**src/rtl/uart_receiver.sv**
```systemverilog
// uart_receiver: 16x-oversampled 8N1 UART receiver with a one-byte holding register and ready/overrun/framing status
// Ports: clk, reset (sync, active-low), uart_rx (async serial in, idle 1), rd_ack (CPU read pulse),
//        rx_data (last good byte), rx_ready (unread byte held), overrun / frame_err (sticky), rx_busy (frame in progress)
module uart_receiver #(
    parameter int BAUD_DIV = 326
) (
    input  logic       clk,
    input  logic       reset,
    input  logic       uart_rx,
    input  logic       rd_ack,
    output logic [7:0] rx_data,
    output logic       rx_ready,
    output logic       overrun,
    output logic       frame_err,
    output logic       rx_busy
);
    typedef enum logic [2:0] {IDLE, START, DATA, STOP, WAIT_IDLE} state_t;
    localparam logic [15:0] DIV_MAX = 16'(BAUD_DIV - 1);
    state_t      state_q, state_d;
    logic        sync_q, rx_s_q, rx_prev_q;
    logic [15:0] div_q, div_d;
    logic [3:0]  tcnt_q, tcnt_d;
    logic [2:0]  bidx_q, bidx_d;
    logic [7:0]  shift_q, shift_d, data_q, data_d;
    logic        ready_q, ready_d, ovr_q, ovr_d, ferr_q, ferr_d, busy_q, busy_d;
    logic        tick, commit, bad_stop, take;

    assign tick = div_q == DIV_MAX;

    always_comb begin
        state_d  = state_q;
        tcnt_d   = tcnt_q;
        bidx_d   = bidx_q;
        shift_d  = shift_q;
        div_d    = tick ? 16'd0 : div_q + 16'd1;
        commit   = 1'b0;
        bad_stop = 1'b0;
        case (state_q)
            IDLE: if (!rx_s_q && rx_prev_q) begin
                // restart the divider so every tick is phase-aligned to the start edge
                state_d = START;
                tcnt_d  = 4'd0;
                div_d   = 16'd0;
            end
            START: if (tick) begin
                tcnt_d = tcnt_q + 4'd1;
                if (tcnt_q == 4'd7) begin
                    state_d = rx_s_q ? IDLE : DATA;
                    tcnt_d  = 4'd0;
                    bidx_d  = 3'd0;
                end
            end
            DATA: if (tick) begin
                tcnt_d = tcnt_q + 4'd1;
                if (tcnt_q == 4'd15) begin
                    shift_d = {rx_s_q, shift_q[7:1]};
                    bidx_d  = bidx_q + 3'd1;
                    state_d = bidx_q == 3'd7 ? STOP : DATA;
                end
            end
            STOP: if (tick) begin
                tcnt_d = tcnt_q + 4'd1;
                if (tcnt_q == 4'd15) begin
                    commit   = rx_s_q;
                    bad_stop = !rx_s_q;
                    state_d  = rx_s_q ? IDLE : WAIT_IDLE;
                end
            end
            WAIT_IDLE: state_d = tick && rx_s_q ? IDLE : WAIT_IDLE;
            default: state_d = IDLE;
        endcase
    end

    // an ack landing in the commit cycle frees the register, so the new byte wins
    assign take    = commit && (!ready_q || rd_ack);
    assign data_d  = take ? shift_q : data_q;
    assign ready_d = commit || (ready_q && !rd_ack);
    assign ovr_d   = (commit && ready_q && !rd_ack) || (ovr_q && !rd_ack);
    assign ferr_d  = bad_stop || (ferr_q && !rd_ack);
    assign busy_d  = state_d != IDLE;

    always_ff @(posedge clk) begin
        if (!reset) begin
            state_q   <= IDLE;
            sync_q    <= 1'b1;
            rx_s_q    <= 1'b1;
            rx_prev_q <= 1'b1;
            div_q     <= 16'd0;
            tcnt_q    <= 4'd0;
            bidx_q    <= 3'd0;
            shift_q   <= 8'h00;
            data_q    <= 8'h00;
            ready_q   <= 1'b0;
            ovr_q     <= 1'b0;
            ferr_q    <= 1'b0;
            busy_q    <= 1'b0;
        end else begin
            state_q   <= state_d;
            sync_q    <= uart_rx;
            rx_s_q    <= sync_q;
            rx_prev_q <= rx_s_q;
            div_q     <= div_d;
            tcnt_q    <= tcnt_d;
            bidx_q    <= bidx_d;
            shift_q   <= shift_d;
            data_q    <= data_d;
            ready_q   <= ready_d;
            ovr_q     <= ovr_d;
            ferr_q    <= ferr_d;
            busy_q    <= busy_d;
        end
    end

    assign rx_data   = data_q;
    assign rx_ready  = ready_q;
    assign overrun   = ovr_q;
    assign frame_err = ferr_q;
    assign rx_busy   = busy_q;
endmodule

```
**config.mk**
```make
export PLATFORM = sky130hd
export DESIGN_NAME = uart_receiver
export DESIGN_NICKNAME = d
export VERILOG_FILES = /design/src/rtl/uart_receiver.sv
export SDC_FILE = /design/constraint.sdc
export NUM_CORES = 1
export LEC_CHECK = 0
export ABC_AREA = 1
export BUFFER_PORTS_ARGS = -buffer_cell sky130_fd_sc_hd__buf_4
export CAP_MARGIN = 15
export CORE_MARGIN = 4
export CORE_UTILIZATION = 45
export DETAILED_ROUTE_END_ITERATION = 6
export PLACE_DENSITY = 0.74
export SKIP_CTS_REPAIR_TIMING = 1
export SLEW_MARGIN = 20
export SYNTH_ARGS = -nofsm -noshare
export SYNTH_HDL_FRONTEND = slang
export SYNTH_SLANG_ARGS = --single-unit
export TNS_END_PERCENT = 5
```
**constraint.sdc**
```tcl
create_clock -name clk -period 2.03 [get_ports clk]
set_input_delay 0 -clock clk [delete_from_list [all_inputs] [get_ports clk]]
set_output_delay 0 -clock clk [all_outputs]
set_load 0.005 [all_outputs]
```
==> flow_metrics.env, run 1 <==
export IMPL_ys_seq_area_frac=0.432
export IMPL_core_area_um2=4820
export IMPL_yosysTopAreaCell="dfxtp_1"
export IMPL_synth_edff_count=0
export IMPL_cts_root_buf="clkbuf_8"
export IMPL_hold_path_end="rx_prev_q"
export IMPL_slew_headroom=0.713
export IMPL_async_reset_ff_frac=0
export IMPL_drive_above_1_share=0.138
export IMPL_post_dp_hpwl_um=3190
export IMPL_synth_top_cell_area_share=0.432
export IMPL_min_period_ps=1790
export IMPL_power_total_mw=1.63
export IMPL_vias_per_cell=4.98
export IMPL_port_buffers=15
export IMPL_ys_ff_latch=49
export IMPL_max_freq_ghz=0.557
export IMPL_finalSetupViolCount=0
export IMPL_yosysMostFrequentCell="dfxtp_1"
export IMPL_drt_iter0_markers=135
export IMPL_min_path_type="in -> reg"
export IMPL_clock_path_buffers=2
export IMPL_dr_pass1_iters=4
export IMPL_wire_per_inst_um=11.3
export IMPL_synth_distinct_cells=34
export IMPL_antenna_found_initial=0
export IMPL_area_growth_pct=12.7
export IMPL_h_tree_depth=2
export IMPL_r2r_slack_ps=240
export IMPL_r2r_end="bidx_q[2]"
export IMPL_final_util=0.531
export IMPL_critPathKind="reg -> reg"
export IMPL_hold_path_depth=2
export IMPL_critPathMaxFanout=11
export IMPL_netlist_top_cells_count="49 x dfxtp_1, 48 x nand2_1, 42 x nor2_1"
export IMPL_cp_required_ps=2270
export IMPL_drc=0
export IMPL_skew_ps=8.72
export IMPL_num_fill_cells=502
export IMPL_power_density_nw_per_um2=635
export IMPL_clock_latency_ps=300
export IMPL_rsz0062_at_grt="false"
export IMPL_status="completed"
export IMPL_wirelength_um=4430
export IMPL_cts_tree="done"
export IMPL_cellLeakagePower_nw=1.10
export IMPL_numCtsBuffers=5
export IMPL_critPathLaunchType="flop"
export IMPL_via_count=1956
export IMPL_worst_setup_path_end_kind="flop"
export IMPL_num_rows=25
export IMPL_worst_pin_slew_ps=431
export IMPL_synth_ff_type="dfxtp_1"
export IMPL_num_nets_final=334
export IMPL_finalSetupTns_ps=0
export IMPL_gp_congestion=0.884
export IMPL_multi_input_area_um2=1110
export IMPL_wl_met2_um=2070
export IMPL_ir_drop_uv=284
export IMPL_start_util=0.471
export IMPL_hold_viol_final=0
export IMPL_highest_layer="met4"
export IMPL_syn_cell_area_um2=2270
export IMPL_r2r_start="tcnt_q[0]"
export IMPL_maxCapViolations=0
export IMPL_cts_sinks=49
export IMPL_reg2regPathDepth=7
export IMPL_ys_warn_count=0
export IMPL_synth_fp_nets=314
export IMPL_die_width_um=79.0
export IMPL_route_met3_wl_um=126
export IMPL_min_delay_start="reset"
export IMPL_antenna_left=0
export IMPL_antenna_cells=0
export IMPL_grt_pass1_vias=1742
export IMPL_synthTopCellsByArea="dfxtp_1 43%, nand2_1 7.9%, nor2_1 6.9%"
export IMPL_grt_first_pass_wirelength_um=7600
export IMPL_grt_max_degree=20
export IMPL_finalCritPeriodShare=0.884
export IMPL_gr_total_overflow=0
export IMPL_final_seq_area_um2=981
export IMPL_syn_area_per_cell_um2=7.45
export IMPL_clk_pin_slew_ps=90
export IMPL_cp_arrival_ps=2030
export IMPL_pin_count=16
export IMPL_die_area_um2=6250
export IMPL_finalMaxSlewViolations=0
export IMPL_die_h_um=79.0
export IMPL_grt_usage=0.150
export IMPL_wl_met1_um=2170
export IMPL_syn_inst=305
critical path, cell delays in order (launching register included):
cell and delay (ps):
dfxtp_1 380, ha_1 200, nand2_1 100, nor2_2 220, nand4_1 400, nand2_1 230, o21ai_0 100, nor2_1 100
state kept, by name (all words and copies together) (netlist names):
signal     flops
div_q         16
rx_data        8
shift_q        8
tcnt_q         4
bidx_q         3
state_q        3
frame_err      1
overrun        1
rx_busy        1
rx_prev_q      1
rx_ready       1
rx_s_q         1
sync_q         1
worst max-delay path by stage:
stage	start	cells past startpoint	end	slack (ps)
2_1_floorplan	tcnt_q[0]	8	rx_data[1]	610
3_3_place_gp	div_q[0]	7	bidx_q[2]	340
3_5_place_dp	div_q[0]	7	bidx_q[2]	300
4_1_cts	tcnt_q[0]	7	bidx_q[2]	250
5_1_grt	tcnt_q[0]	7	bidx_q[2]	30
6_report	tcnt_q[0]	7	bidx_q[2]	240
cell usage in the layout, fill, tap and decap left out, drive strengths merged:
master / n
nand3: 23
inv: 38
a21oi: 27
nor4: 2
nor2: 50
and3: 1
nand2: 52
o31ai: 1
nand3b: 1
dfxtp: 49
ha: 5
clkbuf: 6
a22oi: 2
a21boi: 1
xnor2: 1
nor3b: 1
o21ai: 20
clkinv: 1
dlygate4sd3: 2
xor2: 1
nor3: 6
nand4: 15
clkinvlp: 2
or2: 2
buf: 17
power breakdown:
group          leakage [nW]  internal, mW  switching (mW)
registers             0.396         0.971         0.00799
logic                 0.665        0.0302          0.0504
clock network        0.0374         0.243           0.323
cell type report:
class,instances,area share
repair buffers,19,0.0577
well taps,67,0.0327
clock buffers,6,0.0283
multi-input cells,211,0.435
clock inverters,2,0.00587
flip-flops and latches,49,0.383
inverters,39,0.0572
through the flow:
| stage | instance area, um2 | cells | hold slack (ps) | worst slack (ps) |
|---|---|---|---|---|
| 4_1_cts | 2540 | 391 | -133 | 253 |
| 5_1_grt | 2560 | 393 | 13.8 | 31.2 |
| 2_1_floorplan | 2270 | 305 | 107 | 606 |
| 6_report | 2560 | 393 | 5.54 | 236 |
| 3_3_place_gp | 2450 | 383 | 188 | 335 |
| 3_5_place_dp | 2450 | 383 | 192 | 295 |
kinds of logic after synthesis:
logic type	after synthesis	share of synthesized area
fa+ha+maj	5	0.0275
buf+inv	45	0.0777
compound gates	51	0.117
flops	49	0.432
xor+xnor	2	0.00771
simple gates	153	0.338
metal layers:
layer,GRT usage,up-vias
li1,-,1045
met1,0.198,882
met2,0.242,22
met3,0.0272,7
met4,0.0567,0
met5,0,-
Power figures use the tool's default switching activity.
==> run 2, diff against run 1 <==
- REMOVE_ABC_BUFFERS: unset -> 1
==> run 2 against run 1 <==
Clock skew fell by 0.73 ps; hold slack improved by 4.7 ps; global-route usage rose by 0.23 points; die area did not move; via count fell by 0.31%; clock power rose by 46%; sequential power barely moved; largest power group unchanged.
==> flow_metrics.env, run 2 (synthesized netlist as in run 1, its figures left out) <==
export IMPL_status="completed"
export IMPL_pin_count=16
export IMPL_p_comb_frac=0.044
export IMPL_drive_above_1_share=0.144
export IMPL_wl_met2_um=2040
export IMPL_critPathKind="reg -> reg"
export IMPL_gp_congestion=0.877
export IMPL_grt_first_pass_wirelength_um=7670
export IMPL_grt_max_degree=20
export IMPL_seqPwrFrac=0.519
export IMPL_antenna_found_initial=0
export IMPL_dp_slack_ps=264
export IMPL_finalSetupViolCount=0
export IMPL_cts_root_buf="clkbuf_8"
export IMPL_critPathLaunchType="flop"
export IMPL_grt_usage=0.152
export IMPL_via_count=1950
export IMPL_start_util=0.471
export IMPL_final_util=0.543
export IMPL_rsz0062_at_grt="false"
export IMPL_die_h_um=79.0
export IMPL_max_freq_ghz=0.546
export IMPL_cts_sinks=49
export IMPL_min_path_type="in -> reg"
export IMPL_finalMaxSlewViolations=0
export IMPL_port_buffers=15
export IMPL_grt_pass1_vias=1786
export IMPL_regMostFlops="div_q"
export IMPL_drc=0
export IMPL_area_growth_pct=15.3
export IMPL_slowest_delay_ps=400
export IMPL_h_tree_depth=2
export IMPL_highest_layer="met4"
export IMPL_skew_ps=7.98
export IMPL_antenna_cells=0
export IMPL_crit_top_cell="nand2_1"
export IMPL_clk_pin_slew_ps=90
export IMPL_numCtsBuffers=5
export IMPL_post_dp_hpwl_um=3210
export IMPL_gr_total_overflow=0
export IMPL_cp_cell_sequence="ha_1 > nand2_1 > nor2_4 > nand4_1 > nand2_1 > o21ai_0 > nor2_1"
export IMPL_layout_commonest_cell="dfxtp_1"
export IMPL_clock_path_buffers=2
export IMPL_fin_area_um2=2620
export IMPL_holdWs_ps=10.2
export IMPL_ir_drop_uv=438
export IMPL_min_period_ps=1830
export IMPL_cp_arrival_ps=2070
export IMPL_num_fill_cells=472
export IMPL_power_density_nw_per_um2=721
export IMPL_internal_power_mw=1.50
export IMPL_finalCritPeriodShare=0.902
export IMPL_critPathSlowestCell="dfxtp_1"
export IMPL_finalSetupTns_ps=0
export IMPL_maxCapViolations=0
export IMPL_cp_required_ps=2270
export IMPL_r2r_slack_ps=200
export IMPL_largest_reg_flops=16
export IMPL_critPathMaxFanout=11
export IMPL_num_rows=25
export IMPL_dp_cells=384
export IMPL_dr_pass1_iters=4
export IMPL_wl_met1_um=2160
export IMPL_wirelength_um=4400
export IMPL_worst_setup_path_end_kind="flop"
export IMPL_worst_pin_slew_ps=442
export IMPL_p_switching_mw=0.389
export IMPL_power_total_mw=1.89
export IMPL_swShare=0.206
export IMPL_num_nets_final=335
export IMPL_cellLeakagePower_nw=1.14
export IMPL_clock_latency_ps=300
export IMPL_hold_viol_final=0
export IMPL_power_frac_clock=0.437
export IMPL_route_met3_wl_um=151
export IMPL_fin_cells=394
export IMPL_die_area_um2=6250
export IMPL_cts_tree="done"
export IMPL_vias_per_cell=4.95
export IMPL_layout_setup_ws_ps=200
export IMPL_core_area_um2=4820
export IMPL_antenna_left=0
export IMPL_drt_iter0_markers=127
export IMPL_place_area_um2=2460
export IMPL_slew_headroom=0.705
export IMPL_wire_per_inst_um=11.2
export IMPL_final_cell_mix="49 x dfxtp_1, 48 x nand2_1, 42 x nor2_1, 35 x inv_1, 27 x a21oi_1"
export IMPL_die_width_um=79.0
==> run 2: cell count changes in the layout (fill, tap and decap cells not counted) <==
cell	previous run	this run
clkinvlp_4	2	0
clkbuf_1	1	0
inv_6	0	1
buf_4	17	18
bufinv_16	0	2
==> run 2: power by group through the flow <==
stage | Combinational [mW] | Sequential (mW) | Clock [mW]
after floorplan | 0.0549 | 1.00 | 0
after CTS | 0.0812 | 0.980 | 0.846
after detailed placement | 0.0786 | 1.00 | 0
final | 0.0833 | 0.980 | 0.824
after global routing | 0.0947 | 0.981 | 0.883
after global placement | 0.0764 | 1.00 | 0
==> run 2: final timing paths <==
| path | endpoint | depth (start not counted) | startpoint |
|---|---|---|---|
| max | bidx_q[1] | 7 | div_q[0] |
| min | rx_prev_q | 2 | reset |
| max reg2reg | bidx_q[1] | 7 | div_q[0] |
| min reg2reg | rx_s_q | 1 | sync_q |
==> run 2: metal layers <==
layer / up-vias / GRT usage
met2: 28 / 0.247
met5: - / 0
met4: 0 / 0.0515
met3: 4 / 0.0351
met1: 870 / 0.197
li1: 1048 / -
==> run 2: layout make-up <==
cell class,count,area (um2),area share
Tap cell,67,83.8,0.0320
Multi-Input combinational cell,211,1110,0.425
Clock buffer,5,68.8,0.0263
Clock inverter,3,68.8,0.0263
Inverter,39,146,0.0559
Timing Repair Buffer,20,155,0.0593
Sequential cell,49,981,0.375
==> run 2: worst max-delay path: cells and delay by family (launching register included) <==
family | cells | cell delay (ps)
fa+ha+maj | 1 | 230
simple gates | 5 | 1030
flops | 1 | 400
compound gates | 1 | 90
